[src/rtl/float_expand_stream_pkg.sv]
// Shared types and elaboration helpers for the narrow-to-wide float expander.
package float_expand_stream_pkg;

  typedef enum logic {
    IDLE = 1'b0,
    NORM = 1'b1
  } expand_state_e;

  function automatic int get_exp_bias(input int exp_w);
    return (1 << (exp_w - 1)) - 1;
  endfunction

  // Shift step clamped to 1..frac_in so a bad parameter cannot stall or over-shift.
  function automatic int get_expand_shift_limit(input int shift_step, input int frac_in);
    if (shift_step < 1) return 1;
    if (shift_step > frac_in) return frac_in;
    return shift_step;
  endfunction

endpackage

[src/rtl/float_expand_stream_denormal_normalizer.sv]
// Serial normalizer: left-justifies a narrow denormal mantissa by at most
// SHIFT_STEP bits per step while tracking the widened exponent.
module float_denormal_normalizer
  import float_expand_stream_pkg::*;
#(
  parameter int FRAC_IN    = 10,
  parameter int EXP_OUT    = 8,
  parameter int SHIFT_STEP = 4,
  parameter int DIFF       = 112
) (
  input  logic               clock,
  input  logic               reset,
  input  logic               load,
  input  logic [FRAC_IN-1:0] frac,
  input  logic               step,
  output logic               done,
  output logic [FRAC_IN-1:0] mantissa,
  output logic [EXP_OUT-1:0] exponent
);

  localparam int LIMIT = get_expand_shift_limit(SHIFT_STEP, FRAC_IN);
  localparam int CW    = $clog2(FRAC_IN + 2);

  typedef logic [CW-1:0]    cnt_t;
  typedef logic [FRAC_IN:0] mant_t;
  typedef logic [EXP_OUT:0] acc_t;

  mant_t m_q, m_shift;
  acc_t  acc_q, acc_shift;
  cnt_t  lz, k;
  logic  found;
  logic  acc_msb_unused;

  // NOTE: every variable gets a default at the top of always_comb so no path leaves it unassigned (no latch).
  always_comb begin
    lz    = '0;
    found = 1'b0;
    for (int i = FRAC_IN; i >= 0; i--) begin
      if (!found) begin
        if (m_q[i]) found = 1'b1;
        else        lz    = lz + cnt_t'(1);
      end
    end
    k         = (lz < cnt_t'(LIMIT)) ? lz : cnt_t'(LIMIT);
    m_shift   = m_q << k;
    acc_shift = acc_q - acc_t'(k);
  end

  // Outputs preview the post-step value so the top can retire in the same cycle.
  assign done           = m_shift[FRAC_IN];
  assign mantissa       = m_shift[FRAC_IN-1:0];
  assign exponent       = acc_shift[EXP_OUT-1:0];
  assign acc_msb_unused = acc_shift[EXP_OUT];

  // NOTE: sequential state uses non-blocking assignments so all flops update together at the edge.
  always_ff @(posedge clock or posedge reset) begin
    if (reset) begin
      m_q   <= '0;
      acc_q <= '0;
    end else if (load) begin
      m_q   <= {1'b0, frac};
      acc_q <= acc_t'(DIFF + 1);
    end else if (step) begin
      m_q   <= m_shift;
      acc_q <= acc_shift;
    end
  end

endmodule

[src/rtl/float_expand_stream.sv]
// Streaming exact widening float converter with valid/ready on both sides;
// denormal inputs are normalized serially, everything else in one cycle.
module float_expand_stream
  import float_expand_stream_pkg::*;
#(
  parameter int EXP_IN     = 5,
  parameter int FRAC_IN    = 10,
  parameter int EXP_OUT    = 8,
  parameter int FRAC_OUT   = 23,
  parameter int SHIFT_STEP = 4
) (
  input  logic                        clock,
  input  logic                        reset,
  input  logic [EXP_IN+FRAC_IN:0]     in,
  input  logic                        inValid,
  output logic                        inReady,
  output logic [EXP_OUT+FRAC_OUT:0]   out,
  output logic                        outValid,
  input  logic                        outReady,
  output logic                        isNanOut
);

  localparam int DIFF = get_exp_bias(EXP_OUT) - get_exp_bias(EXP_IN);

  if (EXP_OUT <= EXP_IN) begin : g_bad_exp
    $error("EXP_OUT must be wider than EXP_IN");
  end
  if (FRAC_OUT < FRAC_IN) begin : g_bad_frac
    $error("FRAC_OUT must be at least FRAC_IN");
  end
  if (DIFF < FRAC_IN) begin : g_bad_diff
    $error("bias difference too small to normalize every input denormal");
  end

  typedef logic [EXP_OUT-1:0]  exp_out_t;
  typedef logic [FRAC_OUT-1:0] frac_out_t;

  expand_state_e             state_q;
  logic [EXP_OUT+FRAC_OUT:0] out_q;
  logic                      out_valid_q, nan_q, sign_q;

  logic               sign_in, exp_max, exp_zero, frac_zero, is_denorm;
  logic [EXP_IN-1:0]  exp_in;
  logic [FRAC_IN-1:0] frac_in;
  logic               out_free, accept, norm_step, norm_done;
  exp_out_t           res_exp, norm_exp;
  frac_out_t          res_frac;
  logic               res_nan;
  logic [FRAC_IN-1:0] norm_mant;

  assign {sign_in, exp_in, frac_in} = in;
  assign exp_max   = &exp_in;
  assign exp_zero  = ~|exp_in;
  assign frac_zero = ~|frac_in;
  assign is_denorm = exp_zero && !frac_zero;

  assign out_free  = !out_valid_q || outReady;
  assign inReady   = (state_q == IDLE) && out_free;
  assign accept    = inValid && inReady;
  assign norm_step = (state_q == NORM) && (!norm_done || out_free);

  always_comb begin
    res_exp  = '0;
    res_frac = '0;
    res_nan  = 1'b0;
    if (exp_max) begin
      res_exp = '1;
      if (!frac_zero) begin
        res_frac = frac_out_t'(1) << (FRAC_OUT - 1);
        res_nan  = 1'b1;
      end
    end else if (!exp_zero) begin
      res_exp  = exp_out_t'(exp_in) + exp_out_t'(DIFF);
      res_frac = frac_out_t'(frac_in) << (FRAC_OUT - FRAC_IN);
    end
  end

  float_denormal_normalizer #(
    .FRAC_IN   (FRAC_IN),
    .EXP_OUT   (EXP_OUT),
    .SHIFT_STEP(SHIFT_STEP),
    .DIFF      (DIFF)
  ) u_norm (
    .clock   (clock),
    .reset   (reset),
    .load    (accept && is_denorm),
    .frac    (frac_in),
    .step    (norm_step),
    .done    (norm_done),
    .mantissa(norm_mant),
    .exponent(norm_exp)
  );

  // A new result written in the same cycle as a drain overrides the clear.
  always_ff @(posedge clock or posedge reset) begin
    if (reset) begin
      state_q     <= IDLE;
      out_q       <= '0;
      out_valid_q <= 1'b0;
      nan_q       <= 1'b0;
      sign_q      <= 1'b0;
    end else begin
      if (out_valid_q && outReady) out_valid_q <= 1'b0;
      case (state_q)
        IDLE: begin
          if (accept) begin
            if (is_denorm) begin
              state_q <= NORM;
              sign_q  <= sign_in;
            end else begin
              out_q       <= {sign_in, res_exp, res_frac};
              nan_q       <= res_nan;
              out_valid_q <= 1'b1;
            end
          end
        end
        NORM: begin
          if (norm_done && out_free) begin
            out_q       <= {sign_q, norm_exp, frac_out_t'(norm_mant) << (FRAC_OUT - FRAC_IN)};
            nan_q       <= 1'b0;
            out_valid_q <= 1'b1;
            state_q     <= IDLE;
          end
        end
        default: state_q <= IDLE;
      endcase
    end
  end

  assign out      = out_q;
  assign outValid = out_valid_q;
  assign isNanOut = nan_q;

endmodule

[config.mk]
export PLATFORM = sky130hd
export DESIGN_NAME = float_expand_stream
export DESIGN_NICKNAME = d
export VERILOG_FILES = /design/src/rtl/float_expand_stream_pkg.sv /design/src/rtl/float_expand_stream_denormal_normalizer.sv /design/src/rtl/float_expand_stream.sv
export SDC_FILE = /design/constraint.sdc
export NUM_CORES = 1
export LEC_CHECK = 0
export BUFFER_PORTS_ARGS = -buffer_cell sky130_fd_sc_hd__clkbuf_2
export CORE_ASPECT_RATIO = 0.6
export CORE_MARGIN = 1.5
export CORE_UTILIZATION = 30
export DETAILED_ROUTE_END_ITERATION = 16
export PLACE_DENSITY = 0.56
export SLEW_MARGIN = 20
export SYNTH_ARGS = -nofsm -noshare
export SYNTH_HDL_FRONTEND = slang
export SYNTH_HIERARCHICAL = 1
export SYNTH_SLANG_ARGS = --single-unit
[constraint.sdc]
create_clock -name clock -period 8.9 [get_ports clock]
set_clock_uncertainty 0.05 [all_clocks]
set_input_delay 0.89 -clock clock [delete_from_list [all_inputs] [get_ports clock]]
set_output_delay 0.89 -clock clock [all_outputs]
set_load 0.02 [all_outputs]
==> impl_metrics.yaml, run 1 <==
setup_path:
  crit_path_top_delay_cell: "sky130_fd_sc_hd__or4_4"
  timing.critical_path.slowest_cell_delay_ns: 0.53
  critPathKind: "flip-flop to flip-flop"
  regToRegStartpoint: "u_norm/m_q[9]"
  crit_path_max_fanout: 4
  critical_path.reg2reg.endpoint: "u_norm/acc_q[6]"
  setup.worst_path.end_class: "flip-flop"
  worstPathArrival_ns: 8.67
  worst_path_required_time_ns: 9.02
  r2r_slack_ns: 0.36
  start_kind: "flip-flop"
  rr_worst_depth: 43
  cpMostUsedCell: "sky130_fd_sc_hd__ha_1"
route:
  drt_pass1_iterations: 5
  ant_nets: 0
  detail_route.iter0.violations: 218
  detail_route.wl_per_cell_um: 15.6
  vias_per_cell: 5.06
  num_vias: 3100
  routed_wl_um: 9570
  number_of_remaining_drc_errors: 0
logic_synthesis:
  synth_area_um2: 3720
  synth_ff_type: "sky130_fd_sc_hd__dfrtp_1"
  synth_compound_gate_area_share_pct: 17.9
  synth_top_family_by_area: "simple AND/OR/NAND/NOR gates"
  synth_edf_count: 0
  muxShareOfSynthArea_pct: 15.3
  synth_xor_xnor_area_share_pct: 4.24
  postSynth.asyncResetShare_pct: 100
  synth-seq-area-share_pct: 28.2
  yosys.area_share.simple_pct: 20.2
  synthesis.instances: 403
  synthesis.yosys.warnings: 6
  synth_adder_area_share_pct: 4.57
  synth.avg_cell_area_um2: 9.24
  synth-seq-cells: 42
  netlist-cell-type-count: 68
global_route:
  grt_pass1_wl_um: 15300
  overflow: 0
  antenna_found_initial: 0
  grt_start_max_net_pins: 32
  grt.total_usage_pct: 14.8
  grt_pass1_vias: 2896
clocking:
  clock_sink_count: 42
  worst_skew_pair.late_latency_ns: 0.29
  numCtsBuffers: 5
  cts.htree.levels: 2
  cts_tree: "done"
  clock_tree.root_cell: "sky130_fd_sc_hd__clkbuf_16"
  cts_hold_repair.buffers: 0
  cts.reportedPaths.clkPinSlew_ns: 0.06
  cts_max_path_buffers: 2
sta:
  final_setup_vio_count: 0
  final_max_slew_viol_count: 0
  maxSlewHeadroom_pct: 38.9
  hold_viol_final: 0
  fin_hold_ws_ns: 0.460
  final.setup.worst_slack_ns: 0.358
  min_period_ns: 8.54
  max_slew.worst_pin.slew_ns: 0.911
  finalCritPeriodShare_pct: 96.0
  max_freq_ghz: 0.117
final_layout:
  n_antenna_cell: 0
  final_core_util_pct: 35.9
  syn_to_final_growth_pct: 16.3
  final_layout_size_suffix_gt1_share_pct: 31.0
  finish.instance_area_um2: 4330
  final_net_count: 481
hold_path:
  hold-path-cell-count: 1
  hold_startpoint: "out[21]"
  hold_path_class: "flip-flop to flip-flop"
  hold_end: "out[21]"
floorplan:
  placementRows: 31
  floorplan.die_area_um2: 13100
  floorplan.initialDensity_pct: 30.9
  die_extent_in_y_um: 89.3
  die_x_um: 147
  ioPinCount: 55
  core_area_um2: 12100
placed_design:
  routabilityCongestion: 0.904
  place_area_um2: 4070
  buffer_ports.inserted: 41
  place_hpwl_um: 7330
  detailedPlace.worstSlack_ns: 0.237
job:
  cap_violations: 0
power:
  leak_nw: 2.01
  peakVddDrop_uv: 106
  power_per_cell_area_nw_per_um2: 305
run_status:
  status: "completed"
-- state kept, by name, summed over array words and instances (netlist names) --
register      flops
out              19
u_norm/m_q       11
u_norm/acc_q      8
isNanOut          1
outValid          1
sign_q            1
state_q           1
-- synthesized netlist by cell type (4+ instances only) --
library cell / instances / area [um^2]
sky130_fd_sc_hd__dfrtp_1: 42 / 1050
sky130_fd_sc_hd__inv_1: 28 / 105
sky130_fd_sc_hd__nor2_1: 26 / 97.6
sky130_fd_sc_hd__nand2_1: 24 / 90.1
sky130_fd_sc_hd__mux2i_1: 19 / 190
sky130_fd_sc_hd__a21oi_1: 14 / 70.1
sky130_fd_sc_hd__mux2_4: 14 / 210
sky130_fd_sc_hd__nand2b_1: 14 / 87.6
sky130_fd_sc_hd__buf_4: 13 / 97.6
sky130_fd_sc_hd__and2_1: 12 / 75.1
sky130_fd_sc_hd__ha_1: 12 / 150
sky130_fd_sc_hd__mux2_2: 12 / 135
sky130_fd_sc_hd__a21o_1: 11 / 82.6
sky130_fd_sc_hd__clkbuf_1: 11 / 41.3
sky130_fd_sc_hd__o21ai_0: 11 / 55.1
sky130_fd_sc_hd__xnor2_1: 11 / 96.3
sky130_fd_sc_hd__a31o_2: 9 / 78.8
sky130_fd_sc_hd__nor2b_1: 9 / 56.3
sky130_fd_sc_hd__nor3_1: 9 / 45.0
sky130_fd_sc_hd__nand3_1: 8 / 40.0
sky130_fd_sc_hd__xor2_1: 7 / 61.3
sky130_fd_sc_hd__buf_2: 6 / 30.0
sky130_fd_sc_hd__buf_6: 6 / 67.6
sky130_fd_sc_hd__nor4_1: 5 / 31.3
sky130_fd_sc_hd__and3_1: 4 / 25.0
sky130_fd_sc_hd__or2_2: 4 / 25.0
-- placed cells by master (no fill, tap or decap), types with 5 or more instances in the layout --
cell type / count
sky130_fd_sc_hd__xor2_1: 7
sky130_fd_sc_hd__dfrtp_1: 40
sky130_fd_sc_hd__mux2i_1: 17
sky130_fd_sc_hd__a31o_2: 9
sky130_fd_sc_hd__nor2_1: 26
sky130_fd_sc_hd__inv_1: 27
sky130_fd_sc_hd__nand3_1: 8
sky130_fd_sc_hd__mux2_2: 12
sky130_fd_sc_hd__nor4_1: 5
sky130_fd_sc_hd__mux2_4: 14
sky130_fd_sc_hd__clkbuf_2: 41
sky130_fd_sc_hd__conb_1: 14
sky130_fd_sc_hd__xnor2_1: 10
sky130_fd_sc_hd__o21ai_0: 10
sky130_fd_sc_hd__nor2b_1: 9
sky130_fd_sc_hd__a21oi_1: 13
sky130_fd_sc_hd__a21o_1: 11
sky130_fd_sc_hd__ha_1: 11
sky130_fd_sc_hd__buf_4: 22
sky130_fd_sc_hd__nor3_1: 7
sky130_fd_sc_hd__and2_1: 12
sky130_fd_sc_hd__nand2_1: 23
sky130_fd_sc_hd__nand2b_1: 14
sky130_fd_sc_hd__clkbuf_16: 5
-- final cells by class --
type	count	area, um^2
tap	165	206
clock buffer	6	139
clock inverter	1	30.0
sequential	42	1050
fill	1263	7730
timing repair buffer	63	370
inverter	29	109
multi-input combinational	307	2420
-- power by group --
group / switching, W / total [W] / internal (W)
Clock: 0.0000788 / 0.000217 / 0.000139
Sequential: 0.0000831 / 0.000325 / 0.000242
Combinational: 0.000410 / 0.000776 / 0.000365
-- cell families after synthesis --
logic type	Yosys count
buffers and inverters	66
other	2
flip-flops	42
XOR/XNOR	18
multiplexers	48
AND/OR/NAND/NOR	131
AO/OA/AOI/OAI	83
adder cells (fa/ha/maj)	13
-- timing repair --
action	CTS	global route
gates resized for setup	0	13
setup buffers	0	5
endpoints found under the setup margin	0	9
-- metrics by stage --
stage	power [W]	cells	TNS [ns]
finish	0.00132	613	0
global placement	0.00102	601	0
detailed placement	0.00103	601	0
global route	0.00141	613	-0.0273
floorplan	0.000862	415	0
CTS	0.00126	608	0
-- worst max path at each step --
stage | cells past startpoint | end | slack (ns) | from
finish | 43 | u_norm/acc_q[6] | 0.36 | u_norm/m_q[9]
global route | 42 | out[30] | -0.03 | u_norm/m_q[9]
CTS | 40 | u_norm/acc_q[7] | 0.18 | u_norm/m_q[9]
detailed placement | 40 | u_norm/acc_q[7] | 0.24 | u_norm/m_q[9]
global placement | 40 | u_norm/acc_q[7] | 0.49 | u_norm/m_q[9]
floorplan | 44 | u_norm/acc_q[7] | 0.62 | u_norm/m_q[9]
-- worst max-delay path: cells and delay by family, from the launching register on --
family                     cells  cell delay [ns]
adders and majority gates     10             2.63
DFF                            1             0.42
buffers and inverters          5             0.40
xor gates and xnor gates       2             0.30
muxes                          4             0.77
AOI/OAI and AO/OA              9             1.58
and+or+nand+nor               13             2.28
-- routing by layer --
metal | share of wire (%) | track usage (%)
met1 | 54 | 23.4
met2 | 39 | 19.8
met3 | 6.7 | 4.03
met4 | 0.084 | 1.93
met5 | 0 | 0
No activity file was read; power rests on OpenSTA's default activity.
==> inputs of run 2 (changes only) <==
--- a/config.mk
+++ b/config.mk
@@ -9,9 +9,9 @@
 export CORE_ASPECT_RATIO = 0.6
 export CORE_MARGIN = 1.5
 export CORE_UTILIZATION = 30
+export CTS_BUF_LIST = sky130_fd_sc_hd__clkbuf_8
 export DETAILED_ROUTE_END_ITERATION = 16
 export PLACE_DENSITY = 0.56
-export SLEW_MARGIN = 20
 export SYNTH_ARGS = -nofsm -noshare
 export SYNTH_HDL_FRONTEND = slang
 export SYNTH_HIERARCHICAL = 1
==> impl_metrics.yaml, run 2 (same netlist as run 1, synthesis figures left out) <==
run_status:
  status: "completed"
setup_path:
  timing.critical_path.from: "u_norm/m_q[9]"
  worstPathArrival_ns: 8.69
  critPathKind: "flip-flop to flip-flop"
  regToRegStartpoint: "u_norm/m_q[9]"
  setup.worst_path.end_class: "flip-flop"
  worst_path_required_time_ns: 9.04
  rr_worst_depth: 43
  critical_path.reg2reg.endpoint: "u_norm/acc_q[6]"
  cpMostUsedCell: "sky130_fd_sc_hd__ha_1"
  start_kind: "flip-flop"
  timing.critical_path.slowest_cell_delay_ns: 0.53
  crit_path_max_fanout: 4
  crit_path_top_delay_cell: "sky130_fd_sc_hd__or4_4"
  r2r_slack_ns: 0.35
global_route:
  antenna_found_initial: 0
  grt_pass1_vias: 2900
  grt_pass1_wl_um: 15300
  grt.total_usage_pct: 14.8
  grt_start_max_net_pins: 32
  overflow: 0
hold_path:
  hold_end: "sign_q"
  hold_path_class: "flip-flop to flip-flop"
  hold_startpoint: "sign_q"
  hold-path-cell-count: 1
sta:
  hold_viol_final: 0
  min_period_ns: 8.55
  final_max_slew_viol_count: 0
  finalCritPeriodShare_pct: 96.0
  maxSlewHeadroom_pct: 24.3
  final_setup_vio_count: 0
  max_slew.worst_pin.slew_ns: 1.14
  max_freq_ghz: 0.117
power:
  leak_nw: 1.98
  power.clock.fraction_pct: 13.0
  sequentialPowerShare_pct: 25.7
  switching_power_w: 0.000568
  internal_power_w: 0.000694
  peakVddDrop_uv: 107
  power.share.combinational_pct: 61.3
  power_per_cell_area_nw_per_um2: 296
  switching_share_of_power_pct: 45.0
clocking:
  cts.reportedPaths.clkPinSlew_ns: 0.09
  cts_max_path_buffers: 2
  numCtsBuffers: 5
  clock_tree.root_cell: "sky130_fd_sc_hd__clkbuf_8"
  clock_sink_count: 42
  worst_skew_pair.late_latency_ns: 0.30
  cts_tree: "done"
  cts.htree.levels: 2
final_layout:
  final_net_count: 480
  filler_cell_count: 1270
  largest_reg_flops: 19
  syn_to_final_growth_pct: 14.5
  final_cell_mix: "41 x sky130_fd_sc_hd__clkbuf_2, 40 x sky130_fd_sc_hd__dfrtp_1, 28 x sky130_fd_sc_hd__inv_1"
  finish.instance_area_um2: 4260
  layout.cells.most_common: "sky130_fd_sc_hd__clkbuf_2"
  final_layout_size_suffix_gt1_share_pct: 30.6
  n_antenna_cell: 0
  finalNonFillerCells: 612
placed_design:
  place_area_um2: 4070
  placed_cells_incl_taps: 601
  place_hpwl_um: 7330
  routabilityCongestion: 0.904
  buffer_ports.inserted: 41
floorplan:
  floorplan.die_area_um2: 13100
  placementRows: 31
  floorplan.initialDensity_pct: 30.9
  die_extent_in_y_um: 89.3
  ioPinCount: 55
  die_x_um: 147
  core_area_um2: 12100
route:
  drt_pass1_iterations: 4
  ant_nets: 0
  num_vias: 3105
  number_of_remaining_drc_errors: 0
  routed_wl_um: 9610
  detail_route.iter0.violations: 211
  detail_route.wl_per_cell_um: 15.7
  vias_per_cell: 5.07
job:
  cap_violations: 0
-- run 2: power by group through the flow --
stage	registers, W	logic [W]	clock network (W)
finish	0.000325	0.000774	0.000164
global route	0.000336	0.000848	0.000174
CTS	0.000323	0.000711	0.000166
detailed placement	0.000326	0.000706	0
global placement	0.000325	0.000695	0
floorplan	0.000301	0.000560	0
-- run 2: worst max-delay path: cells and delay by family, from the launching register on --
kind	cells	cell delay [ns]
adder cells (fa/ha/maj)	10	2.62
flip-flops	1	0.43
buffers and inverters	5	0.40
multiplexers	4	0.77
AO/OA/AOI/OAI	9	1.58
AND/OR/NAND/NOR	13	2.27
XOR/XNOR	2	0.29
-- run 2: area by class of cell --
type / count / area, um^2 / area share (%)
multi-input cells: 307 / 2420 / 56.7
flip-flops and latches: 42 / 1050 / 24.7
repair buffers: 62 / 363 / 8.51
well taps: 165 / 206 / 4.84
inverters: 29 / 109 / 2.55
clock buffers: 6 / 82.6 / 1.94
clock inverters: 1 / 30.0 / 0.704
-- run 2: metrics by stage --
stage / utilization (%) / setup TNS [ns] / total power [W] / worst slack, ns / hold WS [ns]
after floorplan: - / 0 / 0.000862 / 0.616 / 0.424
after global placement: 33.7 / 0 / 0.00102 / 0.492 / 0.433
after detailed placement: 33.7 / 0 / 0.00103 / 0.237 / 0.440
after CTS: 34.6 / 0 / 0.00120 / 0.178 / 0.461
after global routing: 35.3 / -0.0385 / 0.00136 / -0.0385 / 0.480
final: 35.3 / 0 / 0.00126 / 0.353 / 0.464
-- run 2: worst max path at each step --
stage | to | cells past startpoint
after floorplan | u_norm/acc_q[7] | 44
after global placement | u_norm/acc_q[7] | 40
after detailed placement | u_norm/acc_q[7] | 40
after CTS | u_norm/acc_q[7] | 40
after global routing | u_norm/acc_q[7] | 41
final | u_norm/acc_q[6] | 43
-- run 2: layer usage --
metal | vias to the layer above | share of wire (%) | global-route usage [%]
met5 | - | 0 | 0
met4 | 0 | 0.24 | 1.93
met3 | 8 | 6.0 | 4.18
met2 | 91 | 39 | 19.8
met1 | 1524 | 54 | 23.4
li1 | 1482 | - | -
-- run 2: repair_timing --
| item | CTS | global route |
|---|---|---|
| hold endpoints to repair | 0 | 0 |
| buffers inserted | 0 | 4 |
| setup endpoints to repair | 0 | 9 |
| gates resized for setup | 0 | 13 |
| hold buffers | 0 | 0 |
==> inputs of run 3 (changes only) <==
--- a/config.mk
+++ b/config.mk
@@ -5,13 +5,14 @@
 export SDC_FILE = /design/constraint.sdc
 export NUM_CORES = 1
 export LEC_CHECK = 0
+export ABC_AREA = 1
 export BUFFER_PORTS_ARGS = -buffer_cell sky130_fd_sc_hd__clkbuf_2
 export CORE_ASPECT_RATIO = 0.6
 export CORE_MARGIN = 1.5
 export CORE_UTILIZATION = 30
 export CTS_BUF_LIST = sky130_fd_sc_hd__clkbuf_8
 export DETAILED_ROUTE_END_ITERATION = 16
-export PLACE_DENSITY = 0.56
+export PLACE_DENSITY = 0.57
 export SYNTH_ARGS = -nofsm -noshare
 export SYNTH_HDL_FRONTEND = slang
 export SYNTH_HIERARCHICAL = 1
==> constraint.sdc (replaced) <==
create_clock -name clock -period 8.75 [get_ports clock]
set_clock_uncertainty 0.05 [all_clocks]
set_input_delay 0.875 -clock clock [delete_from_list [all_inputs] [get_ports clock]]
set_output_delay 0.875 -clock clock [all_outputs]
set_load 0.02 [all_outputs]
==> impl_metrics.yaml, run 3 <==
setup_path:
  crit_path_top_delay_cell: "sky130_fd_sc_hd__nor2_1"
  crit_path_max_fanout: 13
  timing.critical_path.slowest_cell_delay_ns: 0.59
  critPathKind: "flip-flop to flip-flop"
  setup.worst_path.end_class: "flip-flop"
  start_kind: "flip-flop"
  worstPathArrival_ns: 7.47
  worst_path_required_time_ns: 8.93
logic_synthesis:
  synth.avg_cell_area_um2: 6.81
  synth_ff_type: "sky130_fd_sc_hd__dfrtp_1"
  synthesis.instances: 513
  synth_top_area_cell: "sky130_fd_sc_hd__dfrtp_1"
  netlist.area_leader.share_pct: 30.1
  postSynth.asyncResetShare_pct: 100
  synth.top_cells.by_count: "175 x sky130_fd_sc_hd__nand2_1, 66 x sky130_fd_sc_hd__nand3_1, 63 x sky130_fd_sc_hd__inv_1"
  synth_edf_count: 0
  synth-seq-cells: 42
  synth_area_um2: 3500
  synthesis.yosys.warnings: 6
  synth-seq-area-share_pct: 30.1
  post_synth_main_area_contributors: "sky130_fd_sc_hd__dfrtp_1 30%, sky130_fd_sc_hd__nand2_1 19%, sky130_fd_sc_hd__nand3_1 9.4%, sky130_fd_sc_hd__inv_1 6.8%, sky130_fd_sc_hd__ha_1 4.3%"
  dominant_cell_by_count_in_the_synthesized_netlist: "sky130_fd_sc_hd__nand2_1"
  netlist-cell-type-count: 39
final_layout:
  syn_to_final_growth_pct: 10.4
  filler_cell_count: 1253
  final_net_count: 581
  largest_reg_flops: 19
  final_cell_mix: "175 x sky130_fd_sc_hd__nand2_1, 66 x sky130_fd_sc_hd__nand3_1, 65 x sky130_fd_sc_hd__inv_1"
  final_layout_size_suffix_gt1_share_pct: 15.5
  layout.cells.most_common: "sky130_fd_sc_hd__nand2_1"
  n_antenna_cell: 0
route:
  ant_nets: 0
  vias_per_cell: 4.66
  num_vias: 3304
  detail_route.iter0.violations: 211
  drt_pass1_iterations: 4
  detail_route.wl_per_cell_um: 12.5
  number_of_remaining_drc_errors: 0
  routed_wl_um: 8870
floorplan:
  floorplan.initialDensity_pct: 30.8
  die_x_um: 142
  placementRows: 30
  floorplan.die_area_um2: 12300
  die_extent_in_y_um: 86.6
  core_area_um2: 11300
  ioPinCount: 55
placed_design:
  routabilityCongestion: 0.907
  detailedPlace.worstSlack_ns: 1.56
  place_hpwl_um: 7230
  buffer_ports.inserted: 41
clocking:
  clock_tree.root_cell: "sky130_fd_sc_hd__clkbuf_8"
  worst_skew_pair.late_latency_ns: 0.30
  cts_max_path_buffers: 2
  numCtsBuffers: 5
  post_cts_resize_count: 0
  cts.reportedPaths.clkPinSlew_ns: 0.08
  cts_tree: "done"
  postCtsSetupBuffers: 0
  cts.htree.levels: 2
  clock_sink_count: 42
  cts_hold_repair.buffers: 0
job:
  cap_violations: 0
sta:
  min_period_ns: 7.29
  final_max_slew_viol_count: 0
  fin_hold_ws_ns: 0.432
  maxSlewHeadroom_pct: 40.0
  final.setup.worst_slack_ns: 1.46
  max_freq_ghz: 0.137
  unrepaired_setup_endpoints_after_global_routing: "false"
  hold_viol_final: 0
  finalCritPeriodShare_pct: 83.3
  total_neg_setup_slack_ns: 0
  max_slew.worst_pin.slew_ns: 0.899
  final_setup_vio_count: 0
global_route:
  overflow: 0
  antenna_found_initial: 0
  grt_pass1_vias: 2953
  grt_start_max_net_pins: 26
  grt.total_usage_pct: 15.2
  grt_pass1_wl_um: 14900
hold_path:
  hold_path_class: "flip-flop to flip-flop"
run_status:
  status: "completed"
-- run 3: cell count changes after synthesis, sizes merged, moves of 9 or more --
cell	previous run	this run
nand3	9	73
xnor2	11	1
a31o	9	0
nand2b	14	0
inv	29	68
mux2	29	0
a22oi	1	12
nand2	25	184
a21o	11	0
nor2b	9	0
mux2i	19	0
-- run 3: cell families after synthesis --
family                   synth area share [%]
adder cells (fa/ha/maj)                  4.87
flip-flops                               30.1
AO/OA/AOI/OAI                            7.52
other                                   0.215
AND/OR/NAND/NOR                          42.1
buffers and inverters                    13.5
XOR/XNOR                                 1.75
-- run 3: per-stage QoR --
| stage | area, um^2 | util (%) | instances |
|---|---|---|---|
| 2_1_floorplan | 3540 | - | 525 |
| 3_3_place_gp | 3750 | 33.1 | 701 |
| 3_5_place_dp | 3750 | 33.1 | 701 |
| 4_1_cts | 3860 | 34.1 | 709 |
| 5_1_grt | 3860 | 34.1 | 709 |
| 6_report | 3860 | 34.1 | 709 |
-- run 3: per-layer routing --
metal  wire [um]  track usage (%)  share of wire (%)
met1        5020             24.4                 57
met2        3330             20.6                 38
met3         493             3.54                5.6
met4          28             1.78               0.32
met5           0                0                  0
-- run 3: final cells by class --
type                    count  area (um^2)  share of cell area [%]
repair buffers             44          228                    5.90
inverters                  68          255                    6.61
clock inverters             3         37.5                   0.972
flip-flops and latches     42         1050                    27.2
well taps                 160          200                    5.19
clock buffers               5         68.8                    1.78
multi-input cells         387         2020                    52.3
-- run 3: path summary, 6_finish.rpt --
check | startpoint | to | slack (ns) | depth (start not counted)
worst max-delay path | u_norm/m_q[9] | u_norm/m_q[4] | 1.46 | 43
worst min-delay path | out[26] | out[26] | 0.43 | 2
worst max register to register | u_norm/m_q[9] | u_norm/m_q[4] | 1.46 | 43
worst min register to register | out[26] | out[26] | 0.43 | 2
max in group asynchronous | reset | out[28] | 7.39 | 2
min in group asynchronous | reset | u_norm/m_q[8] | 0.67 | 2
-- run 3: critical path: cells and delay by family (launching register included) --
family / cells / cell delay (ns)
buf+inv: 10 / 0.89
flops: 1 / 0.44
simple gates: 19 / 2.78
compound gates: 6 / 1.03
fa+ha+maj: 8 / 2.05
Power of run 3 is not shown: default switching activity piles up to over one toggle a cycle in this logic, so the estimate is an artifact.
